===== src/rtl/uart_pkg.sv =====
// Shared types and helpers for the UART receiver: FSM state encoding, parity modes
// and the frame-length clamp.
package uart_pkg;

    typedef enum logic [2:0] {
        ST_IDLE,
        ST_START,
        ST_DATA,
        ST_PARITY,
        ST_STOP,
        ST_BREAK_WAIT
    } rx_state_e;

    typedef enum logic [2:0] {
        PARITY_NONE  = 3'd0,
        PARITY_EVEN  = 3'd1,
        PARITY_ODD   = 3'd2,
        PARITY_MARK  = 3'd3,
        PARITY_SPACE = 3'd4
    } parity_e;

    localparam logic [3:0] MIN_DATA = 4'd5;

    function automatic logic [3:0] clamp_len(input logic [3:0] len, input logic [3:0] max_len);
        if (len < MIN_DATA) return MIN_DATA;
        if (len > max_len)  return max_len;
        return len;
    endfunction

    // Codes 5..7 are reserved and behave exactly like "no parity".
    function automatic parity_e decode_parity(input logic [2:0] mode);
        return (mode > 3'd4) ? PARITY_NONE : parity_e'(mode);
    endfunction

endpackage


===== src/rtl/uart_rx_core_bit_sampler.sv =====
// Line front end: 2-flop synchroniser, per-bit sample counter and 2-of-3 majority vote
// around the bit centre.
module uart_bit_sampler #(
    parameter int OVERSAMPLE = 16
) (
    input  logic clk_16bd,
    input  logic rst_n,
    input  logic rx_i,
    input  logic run_i,
    output logic rx_sync_o,
    output logic bit_strobe_o,
    output logic bit_value_o,
    output logic bit_end_o
);

    localparam int CW = $clog2(OVERSAMPLE);
    localparam logic [CW-1:0] S0   = CW'(OVERSAMPLE/2 - 1);
    localparam logic [CW-1:0] S1   = CW'(OVERSAMPLE/2);
    localparam logic [CW-1:0] S2   = CW'(OVERSAMPLE/2 + 1);
    localparam logic [CW-1:0] LAST = CW'(OVERSAMPLE - 1);

    logic [1:0]    sync_q;
    logic [CW-1:0] cnt_q;
    logic          s0_q;
    logic          s1_q;

    // NOTE: the synchroniser resets to 1 so the idle-high line never looks like a start bit.
    always_ff @(posedge clk_16bd or negedge rst_n) begin
        if (!rst_n) begin
            sync_q <= 2'b11;
            cnt_q  <= '0;
            s0_q   <= 1'b1;
            s1_q   <= 1'b1;
        end else begin
            sync_q <= {sync_q[0], rx_i};
            if (!run_i || cnt_q == LAST) cnt_q <= '0;
            else                         cnt_q <= cnt_q + CW'(1);
            if (cnt_q == S0) s0_q <= sync_q[1];
            if (cnt_q == S1) s1_q <= sync_q[1];
        end
    end

    assign rx_sync_o    = sync_q[1];
    assign bit_strobe_o = run_i && (cnt_q == S2);
    assign bit_end_o    = run_i && (cnt_q == LAST);
    assign bit_value_o  = (s0_q & s1_q) | (s0_q & sync_q[1]) | (s1_q & sync_q[1]);

endmodule


===== src/rtl/uart_rx_core.sv =====
// Parametrised UART receiver: frame FSM plus a one-deep valid/ready output register
// carrying the received data and its error/break flags.
module uart_rx_core
    import uart_pkg::*;
#(
    parameter int OVERSAMPLE = 16,
    parameter int MAX_DATA   = 9
) (
    input  logic                clk_16bd,
    input  logic                rst_n,
    input  logic                Rx,
    input  logic [3:0]          frame_length,
    input  logic [2:0]          parity_mode,
    input  logic                stop_bits,
    output logic [MAX_DATA-1:0] frame,
    output logic                frame_valid,
    input  logic                frame_ready,
    output logic                parity_err,
    output logic                framing_err,
    output logic                break_det,
    output logic                overrun,
    output logic                rx_busy
);

    localparam logic [3:0] MAX_LEN = 4'(MAX_DATA);

    rx_state_e           state_q;
    logic [3:0]          len_q;
    parity_e             par_q;
    logic                two_stop_q;
    logic [MAX_DATA-1:0] data_q;
    logic [3:0]          data_cnt_q;
    logic                stop_idx_q;
    logic                perr_q, ferr_q, zero_q;
    logic [MAX_DATA-1:0] frame_q;
    logic                valid_q, perr_out_q, ferr_out_q, brk_out_q, overrun_q;

    logic rx_sync, bit_strobe, bit_value, bit_end, run;
    logic exp_par, last_stop, ferr_next, brk_next;

    assign run = (state_q == ST_START) || (state_q == ST_DATA) ||
                 (state_q == ST_PARITY) || (state_q == ST_STOP);

    uart_bit_sampler #(.OVERSAMPLE(OVERSAMPLE)) u_sampler (
        .clk_16bd     (clk_16bd),
        .rst_n        (rst_n),
        .rx_i         (Rx),
        .run_i        (run),
        .rx_sync_o    (rx_sync),
        .bit_strobe_o (bit_strobe),
        .bit_value_o  (bit_value),
        .bit_end_o    (bit_end)
    );

    always_comb begin
        case (par_q)
            PARITY_EVEN: exp_par = ^data_q;
            PARITY_ODD:  exp_par = ~^data_q;
            PARITY_MARK: exp_par = 1'b1;
            default:     exp_par = 1'b0;
        endcase
    end

    assign last_stop = (stop_idx_q == two_stop_q);
    assign ferr_next = ferr_q | ~bit_value;
    assign brk_next  = zero_q & ~bit_value;

    always_ff @(posedge clk_16bd or negedge rst_n) begin
        if (!rst_n) begin
            state_q    <= ST_IDLE;
            len_q      <= '0;
            par_q      <= PARITY_NONE;
            two_stop_q <= 1'b0;
            data_q     <= '0;
            data_cnt_q <= '0;
            stop_idx_q <= 1'b0;
            perr_q     <= 1'b0;
            ferr_q     <= 1'b0;
            zero_q     <= 1'b0;
            frame_q    <= '0;
            valid_q    <= 1'b0;
            perr_out_q <= 1'b0;
            ferr_out_q <= 1'b0;
            brk_out_q  <= 1'b0;
            overrun_q  <= 1'b0;
        end else begin
            overrun_q <= 1'b0;
            if (valid_q && frame_ready) valid_q <= 1'b0;

            case (state_q)
                ST_IDLE: if (!rx_sync) begin
                    state_q    <= ST_START;
                    len_q      <= clamp_len(frame_length, MAX_LEN);
                    par_q      <= decode_parity(parity_mode);
                    two_stop_q <= stop_bits;
                    data_q     <= '0;
                    data_cnt_q <= '0;
                    stop_idx_q <= 1'b0;
                    perr_q     <= 1'b0;
                    ferr_q     <= 1'b0;
                    zero_q     <= 1'b1;
                end
                ST_START: begin
                    if (bit_strobe && bit_value) state_q <= ST_IDLE;
                    else if (bit_end)            state_q <= ST_DATA;
                end
                ST_DATA: begin
                    if (bit_strobe) begin
                        data_q     <= data_q | (MAX_DATA'(bit_value) << data_cnt_q);
                        data_cnt_q <= data_cnt_q + 4'd1;
                        zero_q     <= zero_q & ~bit_value;
                    end
                    if (bit_end && data_cnt_q == len_q)
                        state_q <= (par_q == PARITY_NONE) ? ST_STOP : ST_PARITY;
                end
                ST_PARITY: begin
                    if (bit_strobe) begin
                        perr_q <= (bit_value != exp_par);
                        zero_q <= zero_q & ~bit_value;
                    end
                    if (bit_end) state_q <= ST_STOP;
                end
                ST_STOP: if (bit_strobe) begin
                    if (!last_stop) begin
                        stop_idx_q <= 1'b1;
                        ferr_q     <= ferr_next;
                        zero_q     <= brk_next;
                    end else begin
                        // Completion: finish on the vote, not at the end of the stop bit.
                        state_q <= brk_next ? ST_BREAK_WAIT : ST_IDLE;
                        if (!valid_q || frame_ready) begin
                            valid_q    <= 1'b1;
                            frame_q    <= brk_next ? '0 : data_q;
                            perr_out_q <= perr_q & ~brk_next;
                            ferr_out_q <= ferr_next;
                            brk_out_q  <= brk_next;
                        end else begin
                            overrun_q <= 1'b1;
                        end
                    end
                end
                ST_BREAK_WAIT: if (rx_sync) state_q <= ST_IDLE;
                default: state_q <= ST_IDLE;
            endcase
        end
    end

    assign frame       = frame_q;
    assign frame_valid = valid_q;
    assign parity_err  = perr_out_q;
    assign framing_err = ferr_out_q;
    assign break_det   = brk_out_q;
    assign overrun     = overrun_q;
    assign rx_busy     = (state_q != ST_IDLE);

endmodule


===== config.mk =====
export PLATFORM = sky130hd
export DESIGN_NAME = uart_rx_core
export DESIGN_NICKNAME = d
export VERILOG_FILES = /design/src/rtl/uart_pkg.sv /design/src/rtl/uart_rx_core_bit_sampler.sv /design/src/rtl/uart_rx_core.sv
export SDC_FILE = /design/constraint.sdc
export NUM_CORES = 1
export LEC_CHECK = 0
export BUFFER_PORTS_ARGS = -buffer_cell sky130_fd_sc_hd__buf_2
export CAP_MARGIN = 25
export CORE_ASPECT_RATIO = 0.5
export CORE_MARGIN = 2
export CORE_UTILIZATION = 45
export DETAILED_ROUTE_END_ITERATION = 16
export PLACE_DENSITY = 0.74
export SKIP_LAST_GASP = 1
export SYNTH_ARGS = -nofsm -noshare
export SYNTH_HDL_FRONTEND = slang
export SYNTH_SLANG_ARGS = --single-unit

===== constraint.sdc =====
create_clock -name clk_16bd -period 2.85 [get_ports clk_16bd]
set_clock_uncertainty 0.15 [all_clocks]
set_input_delay 0.1425 -clock clk_16bd [delete_from_list [all_inputs] [get_ports clk_16bd]]
set_output_delay 0.1425 -clock clk_16bd [all_outputs]
set_load 0.01 [all_outputs]

# == After elaboration in Yosys (flattened, before gate mapping) ==
# Cells that the tools add are included.
# totals
in_bits,12
ff_bits,50
wordCells,148
out_inout_bits,15
# op_classes
n_eq_ne,26
reduce_logical,29
n_bitwise,12
mux,55
n_lt_le_gt_ge,3
shift,1
addsub,2
# ops
cell,n
2-to-1 mux 3 bit,11
2-to-1 mux 4 bit,7
2-to-1 mux 9 bit,3
2-to-1 mux 1 bit,26
case mux 3 bit (6 select lines),1
case mux 9 bit (2 select lines),1
"!= test 2 bit, second input constant",7
"equality test 3 x 2 -> 1 bit, second input constant",4
"equality test 4 bit, second input constant",3
OR 9 bit,1
XNOR reduction 9 bit,1
parity 9 bit,1
left shift 1 x 4 -> 9 bit,1
"adder 4 x 1 -> 4 bit, second input constant",2
case mux 4 bit (2 select lines),1
AND reduction 4 bit,2
AND reduction 7 bit,1
"equality test 3 x 1 -> 1 bit, second input constant",2
"equality test 3 bit, second input constant",2
logical NOT 3 bit,2
"!= test 2 x 1 -> 1 bit, second input constant",3
case mux 1 bit (2 select lines),3
case mux 1 bit (3 select lines),2
AND reduction 3 bit,2
19 further kinds,39

# == Logic depth before layout (Yosys ltp) ==
# logic_depth
depth_word,9
ltp_mapped,8
mapped_depth_nobuf,7

# == Hierarchy ==
# From an unflattened synthesis, not the netlist that was laid out.
# unflattened
cells_unflattened,261
area_unflattened_um2,2533.7
# by_module_without_submodules
mod,seq_area_each_um2,cells_each,instances,area_per_inst_um2
uart_rx_core,1051.0,228,1,2160.8
uart_bit_sampler,205.2,33,1,372.9

# == Least setup slack after synthesis ==
# No wires, ideal clock.
# synth_timing
path_type,reg2reg
start,register u_sampler.cnt_q[1]
end,register data_q[0]
slack_ns,0.843
stages_incl_launch_ff,8
period_less_slack_ns,2.007
required_ns,2.635
n_path_buf,0
arrival_ns,1.792
setup_ns,0.065
cell_sequence,dfrtp_1 > inv_1 > ha_1 > nand3b_4 > or3_4 > a2111o_1 > nor3_2 > o21a_1
# synth_between
elab_chain_len,4
# synth_rtl
element,line_no,rtl
start: declaration,uart_rx_core_bit_sampler.sv:23,logic [CW-1:0] cnt_q;
start signal: assignment,uart_rx_core_bit_sampler.sv:37,else cnt_q <= cnt_q + CW'(1);
equality test 4 bit,uart_rx_core_bit_sampler.sv:44,assign bit_strobe_o = run_i && (cnt_q == S2);
logical AND 1 bit,uart_rx_core_bit_sampler.sv:44,
!= test 2 bit (no line),n/a,
AND reduction 3 bit (no line),n/a,
end signal: assignment,uart_rx_core.sv:109,data_q <= data_q | (MAX_DATA'(bit_value) << data_cnt_q);
end: declaration,uart_rx_core.sv:31,logic [MAX_DATA-1:0] data_q;
# Every way passes these cells.
# A chain may end at the register's enable or synchronous reset.

# == Worst setup path in the final report ==
# Ends and elaborated chain as after synthesis.

==> impl_summary.txt <==
----------------------------------------------------
[Outcome]
  Run status ... completed

[Floorplanning]
  Die H ... 56.60 um
  Horizontal die dimension ... between 100 and 150 um
  Floorplan Core Area ... between 5000 and 6000 um^2
  Die area ... ~6000 um^2
  Starting density of the core ... 0.4594
  Std cell rows ... 19
  Boundary pin count ... 27

[Layout]
  Number of standard cells in the layout, taps in and fillers out ... between 300 and 400
  Fraction of final layout cells sized beyond drive strength 1 ... 0.1628
  Leading cell types in the layout, fill and taps excluded ... nand2_1, dfrtp_1, buf_2
  Core occupancy in the finished layout ... 0.5388
  Filler cell count in the final layout ... about 490
  Antenna diode instance count ... 0
  Area growth syn-to-layout ... 17.29%
  Post-layout nets ... between 300 and 400
  Most common library cell in the layout ignoring fill and taps ... nand2_1

[Setup path]
  Reg-to-reg critical path startpoint ... u_sampler.cnt_q[1]
  Required @ worst endpoint ... approximately 3000 ps
  Source of the critical timing path ... u_sampler.cnt_q[1]
  CP Max Fanout ... 5
  Crit Path Class ... reg -> reg
  Crit. End Element ... flip-flop
  Crit path capture ... data_q[0]
  Worst r2r dst ... data_q[0]
  Nature of the critical path startpoint ... flip-flop
  Cells on worst reg2reg path ... 7
  Register-to-Register Setup Slack ... about 630 ps
  Data arrival time at the worst-slack endpoint ... roughly 2300 ps

[Synthesis]
  Number of synthesized register bits ... 50
  Number of warnings reported in the yosys synthesis log ... 0
  Cell taking the most area after synthesis ... dfrtp_1
  Post-synthesis cell count ... 264
  Netlist cell types ... 44
  Biggest area contributors in the synthesized netlist ... dfrtp_1, nand2_1, dfstp_2
  Proportion of netlist area held by the largest area contributor ... 0.4623
  Post-synth EDFFs ... 0
  Combined area of all synthesized cells ... between 2000 and 2500 um^2
  Avg Inst Size Synth ... between 9 and 10 um^2
  Post-synth ARST share ... 1.000
  Sequential fraction of the synthesis area ... 0.5045
  Ys flop type ... dfrtp_1
  Post-synthesis net count ... 280

[Route]
  Final routed wire length divided by cell count ... approximately 13 um
  Via Count ... 1957
  Top Metal Used ... met4
  WL met1 ... approximately 2400 um
  Router iterations before antenna repair ... 4
  Detailed route wirelength on metal3 ... between 150 and 200 um
  Routed wire length ... ~5000 um
  Via/cell ratio ... roughly 5.2
  Final antenna-violating net count ... 0
  Iteration-0 DRC Markers ... 135
  DRC Markers ... 0
  Routed length on met2 ... ~2200 um

[STA]
  Setup violators final ... 0
  Hold violation total from the final report ... 0
  Setup repair after global routing missed its margin ... no
  Pins Over Slew Limit ... 0
  Post-route fraction of the period consumed by the critical path ... 0.7803
  Clock period minus final worst setup slack ... 2224 ps
  Final TNS setup ... 0 ps
  Relative slew slack ... 0.5937
  Post-route setup slack ... 626.3 ps
  Slew of the pin with the lowest slew margin ... 608.2 ps
  Highest achievable clock rate ... approximately 450 MHz

[Clock tree]
  Maximum buffer depth of the clock tree ... 2
  Clock network latency to the later pin of the worst-skew pair ... just over 300 ps
  TritonCTS sink count ... 50
  Inserted Clock Buffers ... 5
  Clock transition at the register clock pins on the worst setup and hold paths after CTS ... around 90 ps
  CTS resizes ... 0
  CTS Root Buffer Type ... clkbuf_8
  TritonCTS clock tree ... yes
  Deepest level of the CTS H-tree ... 2

[Power and ir drop]
  Total design power ... just over 2 mW
  Total power per unit cell area ... ~700 nW/um^2
  Gate power share ... 0.283
  Switching portion of total power ... 0.3578
  Worst-case vdd ir drop ... between 0.2 and 0.3 mV
  Power share of the sequential group ... 0.500
  Reported net switching power ... between 700 and 800 uW
  Fraction of power consumed by the clock network ... 0.218
  Int Pwr ... approximately 1.3 mW
  Leakage power figure ... 1.428 nW

[GRT]
  Pin count of the biggest net entering global routing ... 33
  Via count of the first global-routing pass ... a little under 2000
  Residual overflow from global routing ... 0
  First-pass GRT wire length ... between 8000 and 9000 um
  All-Layer GR Usage ... 0.1774
  Initial antenna violation count ... 0

[Place]
  Port Buffers ... 26
  Worst setup slack after placement ... 676.5 ps
  Routability congestion estimate ... roughly 0.87
  Post-DP HPWL ... 3483 um
  Placed Cells incl. Taps ... about 350

[Job]
  Number of max-cap violations ... 0

[Worst hold path]
  Hold/Removal Path Class ... in -> reg

----------------------------------------------------
flip-flops by register name, summed over array words and instances, names as in the netlist, 2 cells and up:
register,flops
data_cnt_q,4
par_q,3
state_q,3
frame,9
len_q,4
u_sampler.cnt_q,4
data_q,9
u_sampler.sync_q,2
per-layer routing:
| metal | up-vias | global-route usage |
|---|---|---|
| met1 | 938 | 0.2334 |
| met5 | - | 0 |
| met4 | 0 | 0.06329 |
| li1 | 975 | - |
| met3 | 11 | 0.04065 |
| met2 | 33 | 0.2893 |
cell families (layout without fill, tap and decap cells):
kind of cell	after synthesis	in the layout	synth area share
xor gates and xnor gates	15	15	0.06432
DFF	50	50	0.5045
and+or+nand+nor	127	127	0.2528
adders and majority gates	5	5	0.02412
AOI/OAI and AO/OA	49	49	0.1241
buffers and inverters	18	55	0.03015
Yosys cell counts (7+ instances only):
cell,number
a21oi_1,8
clkbuf_1,10
dfrtp_1,46
nand2_1,48
nand2b_1,7
nand3_1,20
nand3b_1,7
nor2_1,24
o21a_1,9
o21ai_0,17
xor2_1,7
worst min path at each step:
stage | startpoint | to | slack [ps] | cells after the start
global placement | Rx | u_sampler.sync_q[0] | 100 | 1
floorplan | rst_n | break_det | -300 | 0
CTS | frame_length[1] | len_q[0] | 80 | 5
detailed placement | rst_n | u_sampler.cnt_q[3] | -30 | 1
finish | frame_length[1] | len_q[0] | 90 | 5
global route | frame_length[1] | len_q[0] | 110 | 5
timing repair:
item / 4_1_cts / 5_1_grt
endpoints found under the hold margin: 29 / 0
buffers inserted: 0 / 0
hold buffers: 12 / 0
critical path, stage by stage, from the launching register on:
cell and delay (ps):
dfrtp_1 410, inv_1 90, ha_1 220, nand3b_4 110
or3_4 410, a2111o_1 500, nor3_2 160, o21a_1 130
area by class of cell:
type | count | area (um^2) | share of cell area
timing repair buffer | 41 | 285.3 | 0.09769
sequential | 50 | 1256 | 0.4302
tap | 73 | 91.34 | 0.03128
clock buffer | 6 | 82.58 | 0.02828
multi-input combinational | 196 | 1165 | 0.3989
inverter | 6 | 22.52 | 0.007712
clock inverter | 2 | 17.52 | 0.005998
power by group through the flow:
| stage | Sequential, mW | Combinational [mW] | Clock [mW] |
|---|---|---|---|
| 2_1_floorplan | 0.968 | 0.462 | 0 |
| 3_3_place_gp | 1.02 | 0.539 | 0 |
| 3_5_place_dp | 1.03 | 0.558 | 0 |
| 4_1_cts | 1.01 | 0.578 | 0.453 |
| 5_1_grt | 1.04 | 0.654 | 0.481 |
| 6_report | 1.02 | 0.575 | 0.443 |
through the flow:
step / cell area, um^2 / hold slack (ps)
detailed placement: 2700 / -31.26
global placement: 2680 / 97.89
global route: 2920 / 108.3
finish: 2920 / 86.08
floorplan: 2490 / -303.1
CTS: 2920 / 81.01
(Power assumes the default switching activity.)
